===== src/rtl/distance_pkg.sv =====
// Shared definitions for the distance filtering path.
// Holds the distance width, the filter FSM state encoding and the default
// range/threshold/timeout constants. The ranging stage and the motor control
// logic use the same constants, so all three blocks agree on the limits.
package distance_pkg;

  localparam int unsigned DIST_WIDTH    = 16;
  localparam int unsigned DIST_AVG_LOG2 = 2;
  localparam int unsigned DIST_MAX_MM   = 4000;
  localparam int unsigned DIST_NEAR_MM  = 300;
  localparam int unsigned DIST_FAR_MM   = 400;
  localparam int unsigned DIST_TIMEOUT  = 100000;

  typedef enum logic [1:0] {
    EMPTY = 2'd0,
    TRACK = 2'd1,
    STALE = 2'd2
  } filt_state_e;

endpackage


===== src/rtl/moving_avg_buf.sv =====
// Circular sample buffer with a running sum for a power-of-two moving average.
// Ports:
//   clk, reset : clock, synchronous active-low reset
//   load       : prefill every entry with din and set sum = din * depth
//   push       : replace the oldest entry with din and update sum incrementally
//   din        : sample to load or push
//   sum        : running sum of all entries (WIDTH+AVG_LOG2 bits, cannot overflow)
// AVG_LOG2 must be at least 1. load takes priority over push.
module moving_avg_buf
  import distance_pkg::*;
#(
  parameter int unsigned WIDTH    = DIST_WIDTH,
  parameter int unsigned AVG_LOG2 = DIST_AVG_LOG2
) (
  input  logic                      clk,
  input  logic                      reset,
  input  logic                      load,
  input  logic                      push,
  input  logic [WIDTH-1:0]          din,
  output logic [WIDTH+AVG_LOG2-1:0] sum
);

  localparam int DEPTH = 1 << AVG_LOG2;
  localparam int SUM_W = WIDTH + AVG_LOG2;

  logic [WIDTH-1:0]    entry_q [DEPTH];
  logic [WIDTH-1:0]    entry_d [DEPTH];
  logic [AVG_LOG2-1:0] wr_ptr_q, wr_ptr_d;
  logic [SUM_W-1:0]    sum_q, sum_d;

  // Next-state for the buffer. The write pointer always addresses the oldest
  // entry, so a push subtracts exactly the value it is about to overwrite.
  always_comb begin
    entry_d  = entry_q;
    wr_ptr_d = wr_ptr_q;
    sum_d    = sum_q;
    if (load) begin
      for (int i = 0; i < DEPTH; i++) begin
        entry_d[i] = din;
      end
      sum_d    = SUM_W'(din) << AVG_LOG2;
      wr_ptr_d = '0;
    end else if (push) begin
      entry_d[wr_ptr_q] = din;
      sum_d             = sum_q - SUM_W'(entry_q[wr_ptr_q]) + SUM_W'(din);
      wr_ptr_d          = wr_ptr_q + AVG_LOG2'(1);
    end
  end

  // Buffer registers.
  always_ff @(posedge clk) begin
    if (!reset) begin
      for (int i = 0; i < DEPTH; i++) begin
        entry_q[i] <= '0;
      end
      wr_ptr_q <= '0;
      sum_q    <= '0;
    end else begin
      entry_q  <= entry_d;
      wr_ptr_q <= wr_ptr_d;
      sum_q    <= sum_d;
    end
  end

  assign sum = sum_q;

endmodule


===== src/rtl/distance_filter.sv =====
// Distance filter between the ultrasonic ranging stage and steering/motor control.
// Rejects out-of-range samples, smooths accepted samples with a moving average,
// derives a hysteretic obstacle flag and raises stale when the sensor goes quiet.
// Ports:
//   clk, reset   : clock, synchronous active-low reset
//   distance     : raw measurement in mm, qualified by sample_valid
//   sample_valid : one-cycle strobe per new measurement
//   filtered_mm  : moving-average distance in mm
//   filt_valid   : one-cycle pulse when filtered_mm updates (two cycles after the sample)
//   obstacle     : near-object flag with hysteresis, high whenever data is untrusted
//   stale        : no accepted sample for TIMEOUT cycles
//   reject       : one-cycle pulse, the cycle after a discarded sample
module distance_filter
  import distance_pkg::*;
#(
  parameter int unsigned WIDTH    = DIST_WIDTH,
  parameter int unsigned AVG_LOG2 = DIST_AVG_LOG2,
  parameter int unsigned MAX_MM   = DIST_MAX_MM,
  parameter int unsigned NEAR_MM  = DIST_NEAR_MM,
  parameter int unsigned FAR_MM   = DIST_FAR_MM,
  parameter int unsigned TIMEOUT  = DIST_TIMEOUT
) (
  input  logic             clk,
  input  logic             reset,
  input  logic [WIDTH-1:0] distance,
  input  logic             sample_valid,
  output logic [WIDTH-1:0] filtered_mm,
  output logic             filt_valid,
  output logic             obstacle,
  output logic             stale,
  output logic             reject
);

  localparam int unsigned      SUM_W   = WIDTH + AVG_LOG2;
  localparam int unsigned      CNT_W   = $clog2(TIMEOUT + 1);
  localparam logic [CNT_W-1:0] CNT_MAX = CNT_W'(TIMEOUT - 1);
  localparam logic [WIDTH-1:0] MAX_V   = WIDTH'(MAX_MM);
  localparam logic [WIDTH-1:0] NEAR_V  = WIDTH'(NEAR_MM);
  localparam logic [WIDTH-1:0] FAR_V   = WIDTH'(FAR_MM);

  filt_state_e      state_q, state_d;
  logic [CNT_W-1:0] cnt_q, cnt_d;
  logic             upd_q, upd_d;
  logic [WIDTH-1:0] filtered_q, filtered_d;
  logic             filt_valid_q, filt_valid_d;
  logic             obstacle_q, obstacle_d;
  logic             stale_q, stale_d;
  logic             reject_q, reject_d;

  logic             accept;
  logic             rejected;
  logic             load;
  logic             push;
  logic             timeout_hit;
  logic [SUM_W-1:0] sum;
  logic [WIDTH-1:0] avg;

  assign accept      = sample_valid && (distance != '0) && (distance <= MAX_V);
  assign rejected    = sample_valid && !accept;
  // Coming out of EMPTY or STALE there is no trustworthy history, so the
  // window is prefilled with the first sample instead of averaging in old data.
  assign load        = accept && (state_q != TRACK);
  assign push        = accept && (state_q == TRACK);
  // An accepted sample in the expiry cycle wins over the timeout.
  assign timeout_hit = (state_q == TRACK) && !accept && (cnt_q == CNT_MAX);
  assign avg         = WIDTH'(sum >> AVG_LOG2);

  moving_avg_buf #(
    .WIDTH    (WIDTH),
    .AVG_LOG2 (AVG_LOG2)
  ) u_avg (
    .clk   (clk),
    .reset (reset),
    .load  (load),
    .push  (push),
    .din   (distance),
    .sum   (sum)
  );

  // FSM next-state and stale flag.
  always_comb begin
    state_d = state_q;
    stale_d = stale_q;
    case (state_q)
      EMPTY, STALE: begin
        if (accept) begin
          state_d = TRACK;
          stale_d = 1'b0;
        end
      end
      TRACK: begin
        if (timeout_hit) begin
          state_d = STALE;
          stale_d = 1'b1;
        end
      end
      default: begin
        state_d = EMPTY;
        stale_d = 1'b1;
      end
    endcase
  end

  // Timeout counter, output pipeline and obstacle hysteresis. upd_q marks the
  // cycle after an accepted sample, when the buffer sum already includes it.
  always_comb begin
    cnt_d        = cnt_q;
    upd_d        = accept;
    filtered_d   = filtered_q;
    filt_valid_d = upd_q;
    obstacle_d   = obstacle_q;
    reject_d     = rejected;

    if (accept) begin
      cnt_d = '0;
    end else if (cnt_q != CNT_MAX) begin
      cnt_d = cnt_q + CNT_W'(1);
    end

    if (upd_q) begin
      filtered_d = avg;
      if (avg < NEAR_V) begin
        obstacle_d = 1'b1;
      end else if (avg > FAR_V) begin
        obstacle_d = 1'b0;
      end
    end

    // Losing the sensor is treated as an obstacle so the vehicle stops.
    if (timeout_hit) begin
      obstacle_d = 1'b1;
    end
  end

  // State and output registers.
  always_ff @(posedge clk) begin
    if (!reset) begin
      state_q      <= EMPTY;
      cnt_q        <= '0;
      upd_q        <= 1'b0;
      filtered_q   <= '0;
      filt_valid_q <= 1'b0;
      obstacle_q   <= 1'b1;
      stale_q      <= 1'b1;
      reject_q     <= 1'b0;
    end else begin
      state_q      <= state_d;
      cnt_q        <= cnt_d;
      upd_q        <= upd_d;
      filtered_q   <= filtered_d;
      filt_valid_q <= filt_valid_d;
      obstacle_q   <= obstacle_d;
      stale_q      <= stale_d;
      reject_q     <= reject_d;
    end
  end

  assign filtered_mm = filtered_q;
  assign filt_valid  = filt_valid_q;
  assign obstacle    = obstacle_q;
  assign stale       = stale_q;
  assign reject      = reject_q;

endmodule


===== config.mk =====
export PLATFORM = sky130hd
export DESIGN_NAME = distance_filter
export DESIGN_NICKNAME = d
export VERILOG_FILES = /design/src/rtl/distance_pkg.sv /design/src/rtl/moving_avg_buf.sv /design/src/rtl/distance_filter.sv
export SDC_FILE = /design/constraint.sdc
export NUM_CORES = 1
export LEC_CHECK = 0
export CAP_MARGIN = 10
export CORE_MARGIN = 5
export CORE_UTILIZATION = 50
export CTS_CLUSTER_DIAMETER = 30
export DETAILED_ROUTE_END_ITERATION = 8
export GPL_TIMING_DRIVEN = 0
export HOLD_SLACK_MARGIN = 0.05
export PLACE_DENSITY_LB_ADDON = 0.1
export SYNTH_ARGS = -nofsm -noshare
export SYNTH_HDL_FRONTEND = slang
export SYNTH_SLANG_ARGS = --single-unit

===== constraint.sdc =====
create_clock -name clk -period 5.1 [get_ports clk]
set_clock_uncertainty 0.05 [all_clocks]
set_input_delay 1.02 -clock clk [delete_from_list [all_inputs] [get_ports clk]]
set_output_delay 1.02 -clock clk [all_outputs]
set_load 0.02 [all_outputs]

# == Word level (Yosys, flattened, before mapping) ==
# Cells that the tools add are included.
# word_totals
wordCells,70
output_inout_bits,20
in_bits,19
reg_bits,124
# classes
add_sub_neg,4
n_bitwise,2
n_mux,18
n_reduce_logical,19
n_eq_ne,7
n_lt_le_gt_ge,5
# op_table
operator,count
64-bit two-way mux,2
64-bit bitwise mux,1
16-bit two-way mux,3
18-bit two-way mux,2
16-bit binary-select mux with 2-bit select,1
16-bit demux with 2-bit select,1
18-bit by 16-bit adder with 18-bit output,1
18-bit by 16-bit subtractor with 18-bit output,1
"17-bit by 1-bit adder with 17-bit output, second input constant",1
"17-bit equality test, second input constant",1
"17-bit != test, second input constant",1
"16-bit by 9-bit greater-than comparator with 1-bit output, second input constant",1
"16-bit by 12-bit <= comparator with 1-bit output, second input constant",1
"16-bit by 9-bit less-than comparator with 1-bit output, second input constant",1
16-bit nonzero test,1
1-bit logical AND,8
2-bit OR reduction,4
1-bit two-way mux,4
2-bit two-way mux,2
"2-bit != test, second input constant",2
2-bit case mux with 2 select lines,1
2-bit AND reduction,2
2-bit nonzero test,2
"3-bit >= comparator, second input constant",1
10 further kinds,10

# == Depth between registers and ports, before layout ==
# Gate-level depths: netlist of run 1.
# depth
ltp_word,8
ltp_mapped,14
ltp_nobuf,12

# == Cells and area by module ==
# A second synthesis of run 1 with hierarchy kept.
# unflattened
cells_unflattened,788
area_unflattened_um2,6622.6
# modules_own_cells
module,area_per_inst_um2,instances,seq_area_each_um2,cells_per_inst
moving_avg_buf,4843.4,1,1681.6,596
distance_filter,1779.2,1,800.8,192

# == Worst setup path after synthesis of run 1 ==
# OpenSTA, ideal clock, no wires.
# synth_timing
kind,register -> register
start,reg u_avg.wr_ptr_q[0]
end,reg u_avg.sum_q[16] (netlist: u_avg.sum[16])
setup_ps,125
required_time_ps,4925
arrival_time_ps,3696
slack_ps,1229
synth_period_minus_slack_ps,3871
path_buffers,3
stages_incl_launch_ff,14
path_cell_list,dfxtp_1 -> clkbuf_1 -> clkbuf_1 -> mux4_2 -> fa_1 -> inv_1 -> ha_1 -> clkbuf_1 -> nand2_1 -> a211o_1 -> a31o_2 -> a21oi_1 -> xnor2_1 -> o22ai_1
# synth_via
elab_chain_len,8
# synth_rtl
item,line_no,source
from (decl),moving_avg_buf.sv:28,"logic [AVG_LOG2-1:0] wr_ptr_q, wr_ptr_d;"
from (signal assigned),moving_avg_buf.sv:60,wr_ptr_q <= wr_ptr_d;
2-bit inverter with 3-bit output (not written as such),moving_avg_buf.sv:45,sum_d = sum_q - SUM_W'(entry_q[wr_ptr_q]) + SUM_W'(din);
16-bit binary-select mux with 2-bit select,moving_avg_buf.sv:45,
16-bit two-way mux (not written as such) (2 in series),moving_avg_buf.sv:45,
18-bit by 16-bit subtractor with 18-bit output,moving_avg_buf.sv:45,
18-bit by 16-bit adder with 18-bit output,moving_avg_buf.sv:45,
18-bit two-way mux,moving_avg_buf.sv:43,end else if (push) begin
18-bit two-way mux,moving_avg_buf.sv:37,if (load) begin
to (signal assigned),moving_avg_buf.sv:61,sum_q <= sum_d;
to (decl),moving_avg_buf.sv:29,"logic [SUM_W-1:0] sum_q, sum_d;"
# Every way passes these cells. The select of a mux whose other input is x is not followed.
# A chain may end at the register's enable or synchronous reset.

# == Final worst setup path of run 1 ==
# layout_timing
start,reg u_avg.wr_ptr_q[0]
end,reg u_avg.sum_q[14] (netlist: u_avg.sum[14])
# Same word-level chain as after synthesis.

==> results of run 1 <==
## placed cells by master, fill, tap and decap left out, drive strengths merged, types with 4 or more instances in the layout
cell / n
a21oi: 71
o22ai: 4
nand2: 132
ha: 25
nor2: 67
mux4: 16
nand4: 9
clkdlybuf4s50: 36
a211oi: 10
and2: 6
buf: 19
xnor2: 15
o21ai: 23
a21o: 6
o21a: 6
clkbuf: 37
nand3: 10
xor2: 13
mux2i: 18
inv: 79
fa: 16
o211ai: 7
and3: 18
nor3: 6
dfxtp: 124
nor4: 6
a31oi: 4
clkinv: 7
## power by group through the flow
stage / logic (mW) / clock network [mW] / registers (mW)
after floorplan: 0.175 / 0 / 1.01
after global placement: 0.244 / 0 / 1.01
after detailed placement: 0.248 / 0 / 1.01
after CTS: 0.251 / 1.21 / 0.986
after global routing: 0.281 / 1.25 / 0.987
final: 0.253 / 1.19 / 0.986
## routing by layer
| layer | share of wire [%] | routed length [um] | track usage, % | vias to the layer above |
|---|---|---|---|---|
| met3 | 5.5 | 954 | 5.03 | 28 |
| met4 | 2.6 | 452 | 9.69 | 0 |
| met5 | 0 | 0 | 0 | - |
| met1 | 43 | 7380 | 29.7 | 2618 |
| met2 | 49 | 8530 | 40.2 | 155 |
| li1 | - | - | - | 2671 |
## layout make-up
type                    count  area share, %
flip-flops and latches    124           32.6
repair buffers             36           4.73
clock buffers              17           5.59
multi-input cells         518           46.1
plain buffers              39           2.33
well taps                 172           2.83
clock inverters            15           2.15
inverters                  75           3.70
## cell families (layout without fill, tap and decap cells)
family	count (synthesis)	after routing	share of synthesized area (%)
compound gates	151	151	14.6
buf+inv	114	182	7.12
simple gates	264	264	17.8
mux	34	34	8.38
flops	124	124	38.5
xor+xnor	28	28	3.80
fa+ha+maj	41	41	9.82
## cells in the mapped netlist (6+ instances only)
master,number,area share [%]
sky130_fd_sc_hd__mux2i_1,18,2.8
sky130_fd_sc_hd__nand2_1,132,7.7
sky130_fd_sc_hd__fa_1,16,5.0
sky130_fd_sc_hd__and2_1,6,0.58
sky130_fd_sc_hd__a21oi_1,71,5.5
sky130_fd_sc_hd__inv_1,75,4.4
sky130_fd_sc_hd__xnor2_1,15,2.0
sky130_fd_sc_hd__dfxtp_1,124,38
sky130_fd_sc_hd__buf_2,13,1.0
sky130_fd_sc_hd__and3_1,18,1.7
sky130_fd_sc_hd__o21ai_0,19,1.5
sky130_fd_sc_hd__o211ai_1,7,0.81
sky130_fd_sc_hd__nand4_1,9,0.87
sky130_fd_sc_hd__nand3_1,10,0.78
sky130_fd_sc_hd__a211oi_1,9,1.0
sky130_fd_sc_hd__ha_1,25,4.9
sky130_fd_sc_hd__nor2_1,67,3.9
sky130_fd_sc_hd__xor2_1,13,1.8
sky130_fd_sc_hd__mux4_2,16,5.6
sky130_fd_sc_hd__nor4_1,6,0.58
sky130_fd_sc_hd__nor3_1,6,0.47
sky130_fd_sc_hd__a21o_1,6,0.70
sky130_fd_sc_hd__clkbuf_1,20,1.2
## flip-flops by register name, summed over array words and instances, names as in the netlist
| register | flops |
|---|---|
| state_q | 2 |
| cnt_q | 17 |
| filt_valid | 1 |
| filt_valid_d | 1 |
| reject | 1 |
| u_avg.wr_ptr_q | 2 |
| obstacle | 1 |
| u_avg.sum | 18 |
| stale | 1 |
| filtered_mm | 16 |
| u_avg.entry_q | 64 |
## path summary, 6_finish.rpt
| check | startpoint | endpoint | slack [ns] | cells past startpoint |
|---|---|---|---|---|
| max | u_avg.wr_ptr_q[0] | u_avg.sum[14] | 0.50 | 13 |
| min | u_avg.entry_q[17] | u_avg.entry_q[17] | 0.40 | 2 |
| max reg2reg | u_avg.wr_ptr_q[0] | u_avg.sum[14] | 0.50 | 13 |
| min reg2reg | u_avg.entry_q[17] | u_avg.entry_q[17] | 0.40 | 2 |
## through the flow
step | setup WS (ns) | area [um2]
after floorplan | 1.23 | 6450
after global placement | 0.562 | 7020
after detailed placement | 0.529 | 7020
after CTS | 0.502 | 7610
after global routing | 0.145 | 7610
final | 0.496 | 7610
## worst register-to-register path: stages (launching register included)
cell                       delay (ns)
sky130_fd_sc_hd__dfxtp_1         0.37
sky130_fd_sc_hd__clkbuf_1        0.64
sky130_fd_sc_hd__clkbuf_1        0.57
sky130_fd_sc_hd__mux4_2          0.64
sky130_fd_sc_hd__fa_1            0.50
sky130_fd_sc_hd__inv_1           0.04
sky130_fd_sc_hd__ha_1            0.26
sky130_fd_sc_hd__clkbuf_1        0.28
sky130_fd_sc_hd__nand2_1         0.15
sky130_fd_sc_hd__a211o_1         0.28
sky130_fd_sc_hd__a31o_2          0.26
sky130_fd_sc_hd__a21oi_1         0.21
sky130_fd_sc_hd__xnor2_1         0.15
sky130_fd_sc_hd__o22ai_1         0.08
==> flow_summary.html, run 1 <==
<table>
<tr><th>Metric</th><th>Value</th></tr>
<tr><th colspan="2">Floorplan</th></tr>
<tr><td>Die extent in x</td><td>124 um</td></tr>
<tr><td>Top Ports</td><td>39</td></tr>
<tr><td>Total die area</td><td>15300 um2</td></tr>
<tr><td>DIE HEIGHT</td><td>124 um</td></tr>
<tr><td>Row count</td><td>41</td></tr>
<tr><td>Initial core utilization</td><td>51.1%</td></tr>
<tr><td>Core Region</td><td>12600 um2</td></tr>
<tr><th colspan="2">Setup path</th></tr>
<tr><td>Master of the slowest instance on the critical path</td><td>sky130_fd_sc_hd__clkbuf_1</td></tr>
<tr><td>Kind of cell adding the most delay to the critical path</td><td>buffers and inverters</td></tr>
<tr><td>Cell seen most often among critical-path stages</td><td>sky130_fd_sc_hd__clkbuf_1</td></tr>
<tr><td>Critical Path Source Type</td><td>flip-flop</td></tr>
<tr><td>Maximum cell stage delay along the critical path</td><td>0.64 ns</td></tr>
<tr><td>Buf+Inv Stages, Crit Path</td><td>4</td></tr>
<tr><td>Worst EP arrival</td><td>4.86 ns</td></tr>
<tr><td>Crit path capture type</td><td>flip-flop</td></tr>
<tr><td>Series of cell instances along the critical path</td><td>clkbuf_1 &gt; clkbuf_1 &gt; mux4_2 &gt; fa_1 &gt; inv_1 &gt; ha_1 &gt; clkbuf_1 &gt; nand2_1 &gt; a211o_1 &gt; a31o_2 &gt; a21oi_1 &gt; xnor2_1 &gt; o22ai_1</td></tr>
<tr><td>Required time of the critical path</td><td>5.35 ns</td></tr>
<tr><td>Path type of the worst setup path</td><td>flip-flop to flip-flop</td></tr>
<tr><td>CP max FO</td><td>10</td></tr>
<tr><th colspan="2">Layout</th></tr>
<tr><td>Filler Cells Inserted</td><td>1163</td></tr>
<tr><td>Total area of sequential cells</td><td>2480 um2</td></tr>
<tr><td>Share of the core filled with cells in the final layout</td><td>60.3%</td></tr>
<tr><td>Final non-filler cell total</td><td>996</td></tr>
<tr><td>Proportion of layout cells with a drive suffix above 1</td><td>8.86%</td></tr>
<tr><td>Area of the multi-input gates</td><td>3510 um2</td></tr>
<tr><td>Area growth syn-to-layout</td><td>18.1%</td></tr>
<tr><td>Final nets</td><td>871</td></tr>
<tr><td>Antenna diode instance count</td><td>0</td></tr>
<tr><th colspan="2">STA</th></tr>
<tr><td>Fmax</td><td>0.217 GHz</td></tr>
<tr><td>Final hold violation count</td><td>0</td></tr>
<tr><td>Setup TNS</td><td>0 ns</td></tr>
<tr><td>Max-slew violation count</td><td>0</td></tr>
<tr><td>Part of the cycle the worst path needs</td><td>90.3%</td></tr>
<tr><td>Final hold slack</td><td>0.402 ns</td></tr>
<tr><td>Unrepaired setup endpoints after global routing</td><td>false</td></tr>
<tr><td>Remaining max-slew budget at the tightest pin</td><td>44.9%</td></tr>
<tr><td>Slew at the pin closest to its max-slew limit</td><td>0.826 ns</td></tr>
<tr><td>Final count of negative-setup-slack endpoints</td><td>0</td></tr>
<tr><td>Post-layout minimum cycle time</td><td>4.60 ns</td></tr>
<tr><th colspan="2">Outcome</th></tr>
<tr><td>Outcome</td><td>finished clean</td></tr>
<tr><th colspan="2">Drt</th></tr>
<tr><td>WL per Instance</td><td>17.4 um</td></tr>
<tr><td>Vias</td><td>5472</td></tr>
<tr><td>Count of TritonRoute iterations in the first routing pass</td><td>5</td></tr>
<tr><td>Via/cell ratio</td><td>5.49</td></tr>
<tr><td>ANT nets after route</td><td>0</td></tr>
<tr><td>Post-detailed-routing wire length</td><td>17300 um</td></tr>
<tr><td>Initial drt markers</td><td>390</td></tr>
<tr><td>Residual DRC</td><td>0</td></tr>
<tr><th colspan="2">Logic synthesis</th></tr>
<tr><td>Number of enable-type register cells in the synthesized netlist</td><td>0</td></tr>
<tr><td>Post-synthesis instance area</td><td>6450 um2</td></tr>
<tr><td>Post-synth net total</td><td>816</td></tr>
<tr><td>Post-Syn Instances</td><td>756</td></tr>
<tr><td>Share of synthesized area occupied by flip-flops and latches</td><td>38.5%</td></tr>
<tr><td>Synth warn</td><td>0</td></tr>
<tr><td>Syn Area/Cell</td><td>8.53 um2</td></tr>
<tr><td>Fraction of registers with async set/reset</td><td>0%</td></tr>
<tr><td>Flip-flop and latch count after synthesis</td><td>124</td></tr>
<tr><td>Main synth FF type</td><td>sky130_fd_sc_hd__dfxtp_1</td></tr>
<tr><td>Synth unique cells</td><td>50</td></tr>
<tr><th colspan="2">Placement</th></tr>
<tr><td>DP Cell Count</td><td>964</td></tr>
<tr><td>Port buffer count</td><td>36</td></tr>
<tr><td>GPL Wtd Cong</td><td>0.928</td></tr>
<tr><td>Placed wire-length estimate</td><td>12700 um</td></tr>
<tr><th colspan="2">Power and ir drop</th></tr>
<tr><td>Switching power of the nets</td><td>626 uW</td></tr>
<tr><td>Max VDD drop</td><td>0.224 mV</td></tr>
<tr><td>Share of total power in the clock network</td><td>48.9%</td></tr>
<tr><td>Pwr per Cell Area</td><td>319 nW/um2</td></tr>
<tr><td>Overall power after layout</td><td>2.43 mW</td></tr>
<tr><td>Switching part of the total</td><td>25.8%</td></tr>
<tr><td>Part of the power in combinational logic</td><td>10.4%</td></tr>
<tr><td>Int Pwr</td><td>1.80 mW</td></tr>
<tr><td>Power share of the sequential group</td><td>40.6%</td></tr>
<tr><td>Leakage power</td><td>2.94 nW</td></tr>
<tr><th colspan="2">Global routing</th></tr>
<tr><td>Number of global-route vias before repair</td><td>5347</td></tr>
<tr><td>Residual overflow from global routing</td><td>0</td></tr>
<tr><td>GRT Total Usage</td><td>23.8%</td></tr>
<tr><td>Initial antenna violation count</td><td>0</td></tr>
<tr><td>Global-route wire length before repair</td><td>27500 um</td></tr>
<tr><td>Maximum number of pins on one net before global-route repair</td><td>17</td></tr>
<tr><th colspan="2">CTS</th></tr>
<tr><td>Post-cts repair resize count</td><td>0</td></tr>
<tr><td>Insertion delay to the later sink of the worst-skew pair</td><td>0.42 ns</td></tr>
<tr><td>Setup Fix Bufs, Post-CTS</td><td>0</td></tr>
<tr><td>Longest Clk Path Bufs</td><td>2</td></tr>
<tr><td>Sink Count</td><td>124</td></tr>
<tr><td>CTS tree</td><td>built</td></tr>
<tr><td>Clock Pin Slew Worst Setup and Hold Paths</td><td>0.06 ns</td></tr>
<tr><td>Hold-fix buffers, CTS</td><td>0</td></tr>
<tr><td>TritonCTS buffer count</td><td>17</td></tr>
<tr><td>Total number of H-tree levels</td><td>4</td></tr>
<tr><td>Master cell of the clock root buffer</td><td>sky130_fd_sc_hd__clkbuf_16</td></tr>
<tr><th colspan="2">Min path</th></tr>
<tr><td>Class of the tightest hold or removal check</td><td>flip-flop to flip-flop</td></tr>
<tr><th colspan="2">Run</th></tr>
<tr><td>Max-cap check violation count</td><td>0</td></tr>
</table>
Note: power is estimated with default switching activity, not from simulation.
==> run 2, diff against run 1 <==
==> constraint.sdc (replaced) <==
create_clock -name clk -period 4.7 [get_ports clk]
set_clock_uncertainty 0.05 [all_clocks]
set_input_delay 0.94 -clock clk [delete_from_list [all_inputs] [get_ports clk]]
set_output_delay 0.94 -clock clk [all_outputs]
set_load 0.02 [all_outputs]
==> flow_summary.html, run 2 (synthesized netlist as in run 1, its figures left out) <==
<table>
<tr><th>Metric</th><th>Value</th></tr>
<tr><th colspan="2">Global routing</th></tr>
<tr><td>Maximum number of pins on one net before global-route repair</td><td>17</td></tr>
<tr><td>Met3 capacity usage during global routing</td><td>5.03%</td></tr>
<tr><td>Initial antenna violation count</td><td>0</td></tr>
<tr><td>Global routing met2 resource utilization</td><td>40.2%</td></tr>
<tr><td>Residual overflow from global routing</td><td>0</td></tr>
<tr><td>Global-route wire length before repair</td><td>27500 um</td></tr>
<tr><td>Top Usage Layer GRT</td><td>met2</td></tr>
<tr><td>Met1 track demand over resource in global routing</td><td>29.7%</td></tr>
<tr><td>GRT Total Usage</td><td>23.8%</td></tr>
<tr><td>Number of global-route vias before repair</td><td>5347</td></tr>
<tr><th colspan="2">Floorplan</th></tr>
<tr><td>Initial core utilization</td><td>51.1%</td></tr>
<tr><td>Die extent in x</td><td>124 um</td></tr>
<tr><td>Total die area</td><td>15300 um2</td></tr>
<tr><td>Top Ports</td><td>39</td></tr>
<tr><td>DIE HEIGHT</td><td>124 um</td></tr>
<tr><td>Row count</td><td>41</td></tr>
<tr><td>Core Region</td><td>12600 um2</td></tr>
<tr><th colspan="2">Power and ir drop</th></tr>
<tr><td>Pwr per Cell Area</td><td>346 nW/um2</td></tr>
<tr><td>Max VDD drop</td><td>0.243 mV</td></tr>
<tr><td>Overall power after layout</td><td>2.63 mW</td></tr>
<tr><td>Leakage power</td><td>2.95 nW</td></tr>
<tr><th colspan="2">Setup path</th></tr>
<tr><td>Path type of the worst setup path</td><td>flip-flop to flip-flop</td></tr>
<tr><td>Master of the slowest instance on the critical path</td><td>sky130_fd_sc_hd__mux4_2</td></tr>
<tr><td>Series of cell instances along the critical path</td><td>clkbuf_2 &gt; clkbuf_1 &gt; mux4_2 &gt; fa_1 &gt; inv_1 &gt; ha_1 &gt; clkbuf_1 &gt; nand2_1 &gt; a211o_1 &gt; a31o_2 &gt; a21oi_1 &gt; xnor2_1 &gt; o22ai_1</td></tr>
<tr><td>Buf+Inv Stages, Crit Path</td><td>4</td></tr>
<tr><td>Crit path capture type</td><td>flip-flop</td></tr>
<tr><td>Maximum cell stage delay along the critical path</td><td>0.64 ns</td></tr>
<tr><td>Cell seen most often among critical-path stages</td><td>sky130_fd_sc_hd__clkbuf_1</td></tr>
<tr><td>Kind of cell adding the most delay to the critical path</td><td>buffers and inverters</td></tr>
<tr><td>Critical Path Source Type</td><td>flip-flop</td></tr>
<tr><td>Required time of the critical path</td><td>4.95 ns</td></tr>
<tr><td>Worst EP arrival</td><td>4.54 ns</td></tr>
<tr><td>CP max FO</td><td>10</td></tr>
<tr><th colspan="2">STA</th></tr>
<tr><td>Slew at the pin closest to its max-slew limit</td><td>0.709 ns</td></tr>
<tr><td>Post-layout minimum cycle time</td><td>4.29 ns</td></tr>
<tr><td>Remaining max-slew budget at the tightest pin</td><td>52.7%</td></tr>
<tr><td>Setup TNS</td><td>0 ns</td></tr>
<tr><td>Fmax</td><td>0.233 GHz</td></tr>
<tr><td>Final hold violation count</td><td>0</td></tr>
<tr><td>Final count of negative-setup-slack endpoints</td><td>0</td></tr>
<tr><td>Unrepaired setup endpoints after global routing</td><td>false</td></tr>
<tr><td>Max-slew violation count</td><td>0</td></tr>
<tr><td>Part of the cycle the worst path needs</td><td>91.2%</td></tr>
<tr><th colspan="2">Drt</th></tr>
<tr><td>Count of TritonRoute iterations in the first routing pass</td><td>5</td></tr>
<tr><td>Post-detailed-routing wire length</td><td>17300 um</td></tr>
<tr><td>Initial drt markers</td><td>392</td></tr>
<tr><td>Residual DRC</td><td>0</td></tr>
<tr><td>Via/cell ratio</td><td>5.54</td></tr>
<tr><td>Vias</td><td>5516</td></tr>
<tr><td>WL per Instance</td><td>17.4 um</td></tr>
<tr><td>ANT nets after route</td><td>0</td></tr>
<tr><th colspan="2">Layout</th></tr>
<tr><td>Final nets</td><td>871</td></tr>
<tr><td>Max FFs per register</td><td>64</td></tr>
<tr><td>Largest register by flop count</td><td>u_avg.entry_q</td></tr>
<tr><td>Area growth syn-to-layout</td><td>18.1%</td></tr>
<tr><td>Antenna diode instance count</td><td>0</td></tr>
<tr><td>Proportion of layout cells with a drive suffix above 1</td><td>9.10%</td></tr>
<tr><td>Share of the core filled with cells in the final layout</td><td>60.4%</td></tr>
<tr><td>Most frequent standard cell in the layout excluding fill and tap cells</td><td>sky130_fd_sc_hd__nand2_1</td></tr>
<tr><td>Highest-count cells in the layout ignoring fill and taps</td><td>132 x sky130_fd_sc_hd__nand2_1, 124 x sky130_fd_sc_hd__dfxtp_1, 75 x sky130_fd_sc_hd__inv_1, 71 x sky130_fd_sc_hd__a21oi_1, 67 x sky130_fd_sc_hd__nor2_1</td></tr>
<tr><th colspan="2">CTS</th></tr>
<tr><td>CTS tree</td><td>built</td></tr>
<tr><td>Insertion delay to the later sink of the worst-skew pair</td><td>0.42 ns</td></tr>
<tr><td>Clock Pin Slew Worst Setup and Hold Paths</td><td>0.06 ns</td></tr>
<tr><td>TritonCTS buffer count</td><td>17</td></tr>
<tr><td>Total number of H-tree levels</td><td>4</td></tr>
<tr><td>Post-cts repair resize count</td><td>0</td></tr>
<tr><td>Longest Clk Path Bufs</td><td>2</td></tr>
<tr><td>Setup Fix Bufs, Post-CTS</td><td>0</td></tr>
<tr><td>Hold-fix buffers, CTS</td><td>0</td></tr>
<tr><td>Master cell of the clock root buffer</td><td>sky130_fd_sc_hd__clkbuf_16</td></tr>
<tr><td>Sink Count</td><td>124</td></tr>
<tr><th colspan="2">Placement</th></tr>
<tr><td>GPL Wtd Cong</td><td>0.928</td></tr>
<tr><td>Port buffer count</td><td>36</td></tr>
<tr><td>Placed wire-length estimate</td><td>12700 um</td></tr>
<tr><th colspan="2">Run</th></tr>
<tr><td>Max-cap check violation count</td><td>0</td></tr>
<tr><th colspan="2">Outcome</th></tr>
<tr><td>Outcome</td><td>finished clean</td></tr>
<tr><th colspan="2">Min path</th></tr>
<tr><td>Class of the tightest hold or removal check</td><td>flip-flop to flip-flop</td></tr>
</table>
[run 2: final cells by class]
| class | instances | area [um2] |
|---|---|---|
| fillers | 1161 | 5000 |
| multi-input cells | 518 | 3510 |
| flip-flops and latches | 124 | 2480 |
| clock buffers | 17 | 425 |
| repair buffers | 36 | 360 |
| inverters | 75 | 282 |
| well taps | 172 | 215 |
| plain buffers | 39 | 180 |
| clock inverters | 15 | 164 |
[run 2: layer usage]
layer  part of all wire, %  wire length [um]
met4                   2.7               474
met5                     0                 0
met2                    49              8540
met3                   6.2              1080
met1                    42              7240
[run 2: worst paths after layout]
check,startpoint,end,slack [ns],cells after the start
min reg2reg,u_avg.entry_q[17],u_avg.entry_q[17],0.40,2
min,u_avg.entry_q[17],u_avg.entry_q[17],0.40,2
max reg2reg,u_avg.wr_ptr_q[0],u_avg.sum[14],0.41,13
max,u_avg.wr_ptr_q[0],u_avg.sum[14],0.41,13
[run 2: per-stage QoR]
stage	std cells	cell area (um2)	setup slack [ns]	hold WS, ns
6_report	996	7620	0.412	0.401
5_1_grt	996	7620	0.0734	0.415
4_1_cts	996	7610	0.102	0.402
3_5_place_dp	964	7020	0.129	0.393
3_3_place_gp	964	7020	0.162	0.388
2_1_floorplan	756	6450	0.829	0.382
[run 2: power breakdown]
group / total, mW / leakage, nW / internal (mW) / switching (mW)
Sequential: 1.07 / 1.00 / 1.06 / 0.00791
Clock: 1.29 / 0.285 / 0.787 / 0.502
Combinational: 0.275 / 1.67 / 0.106 / 0.169
[run 2: worst reg2reg max path, delay by kind of cell, from the launching register on]
family | cells | cell delay, ns
compound gates | 4 | 0.83
mux | 1 | 0.64
fa+ha+maj | 2 | 0.76
xor+xnor | 1 | 0.15
simple gates | 1 | 0.15
flops | 1 | 0.37
buf+inv | 4 | 1.22
